--- config.mk ---
export PLATFORM = sky130hd
export DESIGN_NAME = alu_uart_ctrl_flat
export DESIGN_NICKNAME = d
export VERILOG_FILES = /design/src/rtl/alu_pkg.sv /design/src/rtl/alu_uart_ctrl_if.sv /design/src/rtl/alu_uart_ctrl.sv /design/src/flat_wrapper.sv
export SDC_FILE = /design/constraint.sdc
export NUM_CORES = 1
export LEC_CHECK = 0
export ABC_AREA = 1
export CORE_ASPECT_RATIO = 0.7
export CORE_MARGIN = 5
export CORE_UTILIZATION = 42
export CTS_CLUSTER_SIZE = 14
export DETAILED_ROUTE_END_ITERATION = 8
export GPL_TIMING_DRIVEN = 1
export PLACE_DENSITY = 0.87
export SYNTH_ARGS = -nofsm -noshare
export SYNTH_HDL_FRONTEND = slang
export SYNTH_SLANG_ARGS = --single-unit
--- constraint.sdc ---
create_clock -name clk -period 1.4 [get_ports clk]
set_input_delay 0.35 -clock clk [delete_from_list [all_inputs] [get_ports clk]]
set_output_delay 0.35 -clock clk [all_outputs]
set_load 0.05 [all_outputs]
--- src/rtl/alu_pkg.sv ---
// rtl/alu_pkg.sv - shared ALU opcode constants and controller state encoding
package alu_pkg;

    localparam int N_DEFAULT    = 8;
    localparam int N_OP_DEFAULT = 6;

    localparam logic [5:0] OP_ADD = 6'd32;
    localparam logic [5:0] OP_SUB = 6'd34;
    localparam logic [5:0] OP_AND = 6'd36;
    localparam logic [5:0] OP_OR  = 6'd37;
    localparam logic [5:0] OP_XOR = 6'd38;
    localparam logic [5:0] OP_SRA = 6'd3;
    localparam logic [5:0] OP_SRL = 6'd2;
    localparam logic [5:0] OP_NOR = 6'd39;

    localparam logic [2:0] S_A       = 3'd0;
    localparam logic [2:0] S_B       = 3'd1;
    localparam logic [2:0] S_OP      = 3'd2;
    localparam logic [2:0] S_START   = 3'd3;
    localparam logic [2:0] S_WAIT_TX = 3'd4;

endpackage

--- src/rtl/alu_uart_ctrl_if.sv ---
// rtl/alu_uart_ctrl_if.sv - UART byte handshakes and registered ALU operand bus
interface alu_uart_ctrl_if #(
    parameter int N    = 8,
    parameter int N_op = 6
);
    logic [N-1:0]    rx_data;
    logic            rx_done;
    logic [N-1:0]    alu_result;
    logic            tx_done;
    logic [N-1:0]    date_a;
    logic [N-1:0]    date_b;
    logic [N_op-1:0] op;
    logic [N-1:0]    tx_data;
    logic            tx_start;
    logic            busy;

    modport master (
        input  rx_data, rx_done, alu_result, tx_done,
        output date_a, date_b, op, tx_data, tx_start, busy
    );

    modport slave (
        output rx_data, rx_done, alu_result, tx_done,
        input  date_a, date_b, op, tx_data, tx_start, busy
    );
endinterface

--- src/rtl/alu_uart_ctrl.sv ---
// rtl/alu_uart_ctrl.sv - collects A, B, opcode bytes for the ALU and returns its result
import alu_pkg::*;

module alu_uart_ctrl #(
    parameter int N    = 8,
    parameter int N_op = 6
) (
    input  logic             clk,
    input  logic             reset,
    alu_uart_ctrl_if.master  bus
);
    logic [2:0] state;

    assign bus.busy = (state == S_START) || (state == S_WAIT_TX);

    always_ff @(posedge clk) begin
        if (reset) begin
            state        <= S_A;
            bus.date_a   <= '0;
            bus.date_b   <= '0;
            bus.op       <= '0;
            bus.tx_data  <= '0;
            bus.tx_start <= 1'b0;
        end else begin
            case (state)
                S_A: if (bus.rx_done) begin
                    bus.date_a <= bus.rx_data;
                    state      <= S_B;
                end
                S_B: if (bus.rx_done) begin
                    bus.date_b <= bus.rx_data;
                    state      <= S_OP;
                end
                S_OP: if (bus.rx_done) begin
                    bus.op <= bus.rx_data[N_op-1:0];
                    state  <= S_START;
                end
                // the ALU has had a full cycle on the freshly registered operands
                S_START: begin
                    bus.tx_data  <= bus.alu_result;
                    bus.tx_start <= 1'b1;
                    state        <= S_WAIT_TX;
                end
                S_WAIT_TX: begin
                    bus.tx_start <= 1'b0;
                    if (bus.tx_done)
                        state <= S_A;
                end
                default: state <= S_A;
            endcase
        end
    end
endmodule

--- src/flat_wrapper.sv ---
// flat-port wrapper written by rule: the top's interface ports become plain ports
module alu_uart_ctrl_flat 
#(
    parameter int N    = 8,
    parameter int N_op = 6
)
  (clk, reset, bus_rx_data, bus_rx_done, bus_alu_result, bus_tx_done, bus_date_a, bus_date_b, bus_op, bus_tx_data, bus_tx_start, bus_busy);
  alu_uart_ctrl_if #(.N(N), .N_op(N_op)) bus_i ();
  input  logic clk;
  input  logic reset;
  input wire logic [$bits(bus_i.rx_data)-1:0] bus_rx_data;
  input wire logic [$bits(bus_i.rx_done)-1:0] bus_rx_done;
  input wire logic [$bits(bus_i.alu_result)-1:0] bus_alu_result;
  input wire logic [$bits(bus_i.tx_done)-1:0] bus_tx_done;
  output wire logic [$bits(bus_i.date_a)-1:0] bus_date_a;
  output wire logic [$bits(bus_i.date_b)-1:0] bus_date_b;
  output wire logic [$bits(bus_i.op)-1:0] bus_op;
  output wire logic [$bits(bus_i.tx_data)-1:0] bus_tx_data;
  output wire logic [$bits(bus_i.tx_start)-1:0] bus_tx_start;
  output wire logic [$bits(bus_i.busy)-1:0] bus_busy;
  assign bus_i.rx_data = bus_rx_data;
  assign bus_i.rx_done = bus_rx_done;
  assign bus_i.alu_result = bus_alu_result;
  assign bus_i.tx_done = bus_tx_done;
  assign bus_date_a = bus_i.date_a;
  assign bus_date_b = bus_i.date_b;
  assign bus_op = bus_i.op;
  assign bus_tx_data = bus_i.tx_data;
  assign bus_tx_start = bus_i.tx_start;
  assign bus_busy = bus_i.busy;
  alu_uart_ctrl #(.N(N), .N_op(N_op)) u_core (.clk(clk), .reset(reset), .bus(bus_i));
endmodule
==> out/metrics.csv <==
stage;metric;value;unit
layout;diodes;0;
floorplanning;dieArea;0.00436;mm2
placed_design;gp_congestion;0.753;
critical_path;critPathSlowestCell;dfxtp_4;
critical_path;required;1050;ps
sta;setup_ws;-40.7;ps
clock_tree;clock_sinks;34;
run_status;status;finished with violations;
power;leakagePower;0.958;nW
logic_synthesis;synth-seq-cells;34;
power;seqPwrFrac;0.403;
logic_synthesis;syn_avg_cell_area;7.91;um2
clock_tree;htree_num_levels;2;
layout;seq_area;689;um2
logic_synthesis;ys.warnings.count;0;
logic_synthesis;syn_nets;186;
floorplanning;die_w;76.8;um
drt;drc;0;
power;clkPwrFrac;0.257;
drt;drt_first_pass_iters;4;
floorplanning;io_pins;52;
logic_synthesis;synth_area_leaders;dfxtp_1 (52%), nor2_1 (9.7%), a21oi_1 (6.9%), o21ai_0 (6.5%), inv_1 (5.7%);
power;ir_drop;0.655;mV
logic_synthesis;ys_seq_area_frac;0.519;
sta;fin_worst_skew;4.92;ps
layout;utilization;0.761;
hold_path;holdPathStages;2;
critical_path;crit_fanout;3;
floorplanning;coreArea;0.00308;mm2
drt;vias;1311;
sta;slew_viol_final;0;
logic_synthesis;yosysTopAreaCell;dfxtp_1;
power;swShare;0.332;
critical_path;reg2reg_to;u_core.state[0]$_SDFFE_PP0P_;
floorplanning;die_height;56.8;um
critical_path;cp-start-kind;flip-flop;
sta;hold_viol_final;0;
critical_path;reg2reg_slack;100;ps
layout;multi_input_comb_area;509;um2
critical_path;arrival;1090;ps
logic_synthesis;synth_edf_count;0;
clock_tree;clk_latency;280;ps
sta;max_freq;694;MHz
global_route;grt_overflow;0;
critical_path;cp-startpoint;u_core.state[0]$_SDFFE_PP0P_;
power;p_int;1.91;mW
hold_path;whs_endpoint;u_core.bus.date_a[1]$_SDFFE_PP0P_;
power;power;2.86;mW
critical_path;r2r_cells;7;
clock_tree;clk_pin_slew;70;ps
sta;setup_viol;1;
sta;tightestPinTransition;226;ps
run_status;violations;setup timing;
global_route;grt_pass1_vias;1296;
sta;period_share;1.03;
drt;wl_per_cell;13.0;um
global_route;grt_first_pass_wirelength;5970;um
floorplanning;start_util;0.426;
logic_synthesis;synth_ff_type;dfxtp_1;
drt;drtIter0Drc;65;
clock_tree;cts.path.max_buffers;2;
critical_path;crit_family;flip-flops;
power;switchingPower;951;uW
logic_synthesis;synthCells;166;
clock_tree;cts_tree;built;
global_route;grt_max_degree;25;
drt;finalWirelength;3470;um
clock_tree;clock_tree.root_cell;clkbuf_8;
logic_synthesis;synthTopCellsByCount;dfxtp_1 (34), nor2_1 (34), inv_1 (20);
placed_design;dp_hpwl;2560;um
sta;slew-limit-headroom;0.849;
layout;n_fill_cell;189;
flow_run;maxCapViolCount;0;
sta;rsz0062_at_grt;true;
hold_path;hp-class;flip-flop to flip-flop;
logic_synthesis;synth_top_area_share;0.519;
placed_design;port_buffers;51;
logic_synthesis;ys_types;18;
critical_path;worstReg2RegStart;u_core.state[0]$_SDFFE_PP0P_;
hold_path;hp-start;u_core.bus.date_a[1]$_SDFFE_PP0P_;
layout;syn_to_final_growth;78.7;%
power;p_comb_frac;0.341;
floorplanning;rows;17;
critical_path;path_class;flip-flop to output port;
power;power_density;1220;mW/mm2
drt;antenna_left;0;
global_route;antenna_found_initial;0;
critical_path;slowest_delay;350;ps
critical_path;critical_path.cell_chain;nor2_2, nand2_1, nand2_2, buf_12;
drt;via_per_inst;4.91;
sta;fin_crit;1440;ps
layout;final_nets;248;
global_route;gr-usage-all-layers;0.172;
critical_path;cp_num_buf_inv;1;
layout;layout-drive-gt1-share;0.284;
logic_synthesis;syn_area;0.00131;mm2
logic_synthesis;async_flop_share;0;
clock_tree;cts_made_buffers;5;
critical_path;endpoint_kind;output port;
-- worst max-delay path by stage --
stage	cells after the start	to	slack, ps
after CTS	5	bus_busy	-20
after global routing	4	bus_busy	-70
after floorplan	5	bus_busy	80
final	4	bus_busy	-40
after detailed placement	5	u_core.bus.op[0]$_SDFFE_PP0P_	-210
after global placement	5	u_core.bus.op[5]$_SDFFE_PP0P_	-140
-- area by class of cell --
type,count,area share
Clock buffer,7,0.0368
Clock inverter,1,0.00213
Inverter,24,0.0384
Multi-Input combinational cell,102,0.217
Sequential cell,34,0.294
Tap cell,38,0.0203
Timing Repair Buffer,61,0.391
-- cell usage in the layout (no fill, tap or decap), types with 4 or more instances in the layout --
cell type | Yosys | final
nand3_1 | 4 | 4
inv_2 | 4 | 4
o21ai_0 | 17 | 13
o21ai_1 | 13 | 17
dfxtp_1 | 34 | 31
clkbuf_8 | 0 | 6
a21oi_1 | 18 | 18
nand2_1 | 8 | 7
clkdlybuf4s50_1 | 0 | 19
inv_1 | 20 | 20
nor2_1 | 34 | 33
buf_4 | 0 | 9
buf_12 | 0 | 33
-- power by group through the flow --
stage | clock (mW) | sequential [mW] | combinational [mW]
after floorplan | 0 | 1.40 | 0.232
after global placement | 0 | 1.17 | 0.923
after detailed placement | 0 | 1.18 | 0.941
after CTS | 0.752 | 1.16 | 0.963
after global routing | 0.802 | 1.16 | 1.03
final | 0.734 | 1.15 | 0.976
-- logic make-up (layout without fill, tap and decap cells) --
| logic type | Yosys count | after routing | share of synthesized area |
|---|---|---|---|
| flip-flops | 34 | 34 | 0.519 |
| AND/OR/NAND/NOR | 54 | 54 | 0.195 |
| buffers and inverters | 30 | 93 | 0.103 |
| AO/OA/AOI/OAI | 48 | 48 | 0.183 |
-- sequential cells by signal (all words and copies together) (netlist names) --
signal and flops:
u_core.bus.date_a 8, u_core.bus.date_b 8, u_core.bus.op 6, u_core.bus.tx_data 8, u_core.bus.tx_start 1, u_core.state 3
-- routing by layer --
| layer | global-route usage | vias up | part of all wire |
|---|---|---|---|
| met5 | 0 | - | 0 |
| met4 | 0.0748 | 0 | 0.017 |
| met3 | 0.0513 | 8 | 0.057 |
| met2 | 0.278 | 42 | 0.50 |
| met1 | 0.212 | 602 | 0.43 |
| li1 | - | 659 | - |
-- worst register-to-register path, delay by kind of cell (launching register included) --
family	cells	cell delay [ps]
DFF	1	350
and+or+nand+nor	4	520
buffers and inverters	2	200
AOI/OAI and AO/OA	1	120
-- through the flow --
step	hold WS (ps)	area [um2]	setup slack, ps	std cells	TNS [ps]
4_1_cts	483	2320	-21.3	265	-21.3
6_report	482	2350	-40.7	267	-40.7
3_3_place_gp	470	2210	-143	256	-2030
2_1_floorplan	419	1320	77.7	166	0
5_1_grt	500	2350	-66.8	267	-81.4
3_5_place_dp	473	2210	-210	256	-3250
-- timing repair --
action | in CTS | in global routing
resized for setup | 5 | 6
buffers inserted | 1 | 2
pin swaps | 1 | 3
endpoints found under the setup margin | 1 | 6
hold buffers | 0 | 0
Power figures use the tool's default switching activity.
==> RTL change: new RTL, same settings <==
`N_op` is set to 6 in 3 places; all go to 7.
--- a/src/rtl/alu_uart_ctrl_if.sv
+++ b/src/rtl/alu_uart_ctrl_if.sv
@@ -1,7 +1,7 @@
 // rtl/alu_uart_ctrl_if.sv - UART byte handshakes and registered ALU operand bus
 interface alu_uart_ctrl_if #(
     parameter int N    = 8,
-    parameter int N_op = 6
+    parameter int N_op = 7
 );
     logic [N-1:0]    rx_data;
     logic            rx_done;
--- a/src/rtl/alu_uart_ctrl.sv
+++ b/src/rtl/alu_uart_ctrl.sv
@@ -3,7 +3,7 @@
 
 module alu_uart_ctrl #(
     parameter int N    = 8,
-    parameter int N_op = 6
+    parameter int N_op = 7
 ) (
     input  logic             clk,
     input  logic             reset,
--- a/src/flat_wrapper.sv
+++ b/src/flat_wrapper.sv
@@ -2,7 +2,7 @@
 module alu_uart_ctrl_flat 
 #(
     parameter int N    = 8,
-    parameter int N_op = 6
+    parameter int N_op = 7
 )
   (clk, reset, bus_rx_data, bus_rx_done, bus_alu_result, bus_tx_done, bus_date_a, bus_date_b, bus_op, bus_tx_data, bus_tx_start, bus_busy);
   alu_uart_ctrl_if #(.N(N), .N_op(N_op)) bus_i ();
Ports: changed (resized bus_op); port bits go from 52 to 53. The function was not compared with the original's and may differ.
==> RTL change against the unedited design <==
The run still ends with negative setup slack left; synthesized area grew 2.9%; sequential cell count up 1; wire length up 7.3%; count of clock-buffer cells in the layout shrank 1; total power rose by 2.2%; critical path depth is 1 higher; core utilization rose by 2.1 points; design area up 4.2%; worst setup slack improved by 35 ps; synthesized cell count up 2.4%; critical endpoint unchanged; largest cell class unchanged; highest routed layer unchanged.
==> RTL change: results (changes against the unedited design) <==
metric;value;unit;change
total global routing overflow;0;;unchanged
worst skew pair latency;290;ps;
smallest setup slack after layout;-5.72;ps;+35.0 ps
routed wire length;3730;um;+7.3%
half-perimeter wire length of the detailed placement result;2850;um;+11%
Worst Clk Skew;5.46;ps;+0.545 ps
sequential cell area fraction in the yosys report;51.9;%;about the same
biggest regs;u_core.bus.date_a x8, u_core.bus.date_b x8, u_core.bus.tx_data x8;;
CTS H-Tree Depth;2;;unchanged
most common library cells after synthesis;dfxtp_1, nor2_1, inv_1;;
clock edge transition at the registers on the reported setup and hold paths;60;ps;
initial antenna violation count;0;;unchanged
Non-Filler Instances;274;;+2.6%
drt first pass iters;4;;unchanged
outcome;complete, but fails checks;;
Post-DP Area;2310;um^2;+4.2%
failing checks;negative setup slack;;
final net count;256;;+3.2%
cell types occupying the most area after synthesis;dfxtp_1, nor2_1, a21oi_1, o21ai_0, inv_1;;
primary flip-flop cell chosen by synthesis mapping;dfxtp_1;;
worst slack at placement;-203;ps;+6.60 ps
GRT Overall Usage;17.7;%;+0.47 points
Yosys warning total;0;;unchanged
clock buffer count from CTS;5;;unchanged
worst slew margin relative to its limit;83.1;%;-1.8 points
total inserted antenna cells;0;;unchanged
net count after synthesis;190;;+2.2%
share of synthesized registers carrying an async set or reset;0;%;unchanged
total of buffers placed on input and output ports;52;;+2.0%
maximum number of pins on one net before global-route repair;25;;unchanged
sum of negative setup slack;-5.72;ps;+35.0 ps
count of routing violations after the opening detailed-route iteration;62;;-4.6%
number of hold-slack violations in the final timing report;0;;unchanged
RePlAce Congestion;0.852;;+13%
residual antenna-violating net count after detailed routing;0;;unchanged
Setup Viol. Count Final;1;;unchanged
maximum ir drop on the vdd rail;0.000981;V;+50%
master cell of the clock root buffer;clkbuf_8;;
Post-Syn Area per Cell;7.94;um^2;+0.44%
layout cells sized above 1;30.5;%;+2.1 points
maximum clock insertion buffer count;2;;unchanged
Avg Vias per Cell;4.92;;+0.20%
Arr. time, crit path;1060;ps;-30 ps
global-route wire length before repair;6150;um;+3.1%
crit path max fanout;3;;unchanged
signed area change from the synthesized netlist to the final layout;81.1;%;
class of the worst hold path;input pin to register;;
Leak Pwr;1.00;nW;+4.6%
Yosys cell types;19;;+1
RTL change: metal layers:
layer  global-route usage (%)  vias up  wire length (um)  part of all wire [%]
met5                        0        -                 0                     0
met4                     9.31        0                81                   2.2
met3                     5.52       10               282                   7.6
met2                     29.7       46              1860                    50
met1                     20.2      615              1500                    40
li1                         -      677                 -                     -
RTL change: path summary, 6_finish.rpt:
check / start / end / slack (ps) / cells after the start
worst max-delay path: u_core.state[0]$_SDFFE_PP0P_ / bus_busy / -6 / 5
worst min-delay path: bus_rx_done / u_core.state[1]$_SDFFE_PP0P_ / 470 / 3
worst max register to register: u_core.state[0]$_SDFFE_PP0P_ / u_core.state[0]$_SDFFE_PP0P_ / 90 / 7
worst min register to register: u_core.bus.op[0]$_SDFFE_PP0P_ / u_core.bus.op[0]$_SDFFE_PP0P_ / 480 / 2
RTL change: power breakdown:
part	switching (mW)	total, mW	internal (mW)
sequential	0.100	1.19	1.09
clock	0.345	0.731	0.385
combinational	0.531	1.01	0.474
total	0.976	2.92	1.95
RTL change: kinds of logic after synthesis:
group                  share of synthesized area (%)
flip-flops                                      51.9
buffers and inverters                           10.3
AO/OA/AOI/OAI                                   18.8
AND/OR/NAND/NOR                                 19.0
RTL change: final cells by class:
class | count | area (um^2)
Fill cell | 184 | 682
Sequential cell | 35 | 709
Timing Repair Buffer | 65 | 976
Clock buffer | 6 | 82.6
Inverter | 25 | 93.8
Tap cell | 38 | 47.5
Clock inverter | 1 | 5.00
Multi-Input combinational cell | 104 | 531
RTL change: worst max-delay path, stage by stage, from the launching register on:
cell and delay [ps]:
dfxtp_4 370, inv_2 40, nor2_2 80, nand2_2 60
nand2_2 80, buf_12 140
RTL change: what timing repair did:
item / in CTS / in global routing
resized for setup: 6 / 7
pin swaps: 1 / 1
buffers inserted: 3 / 0
setup endpoints to repair: 1 / 7
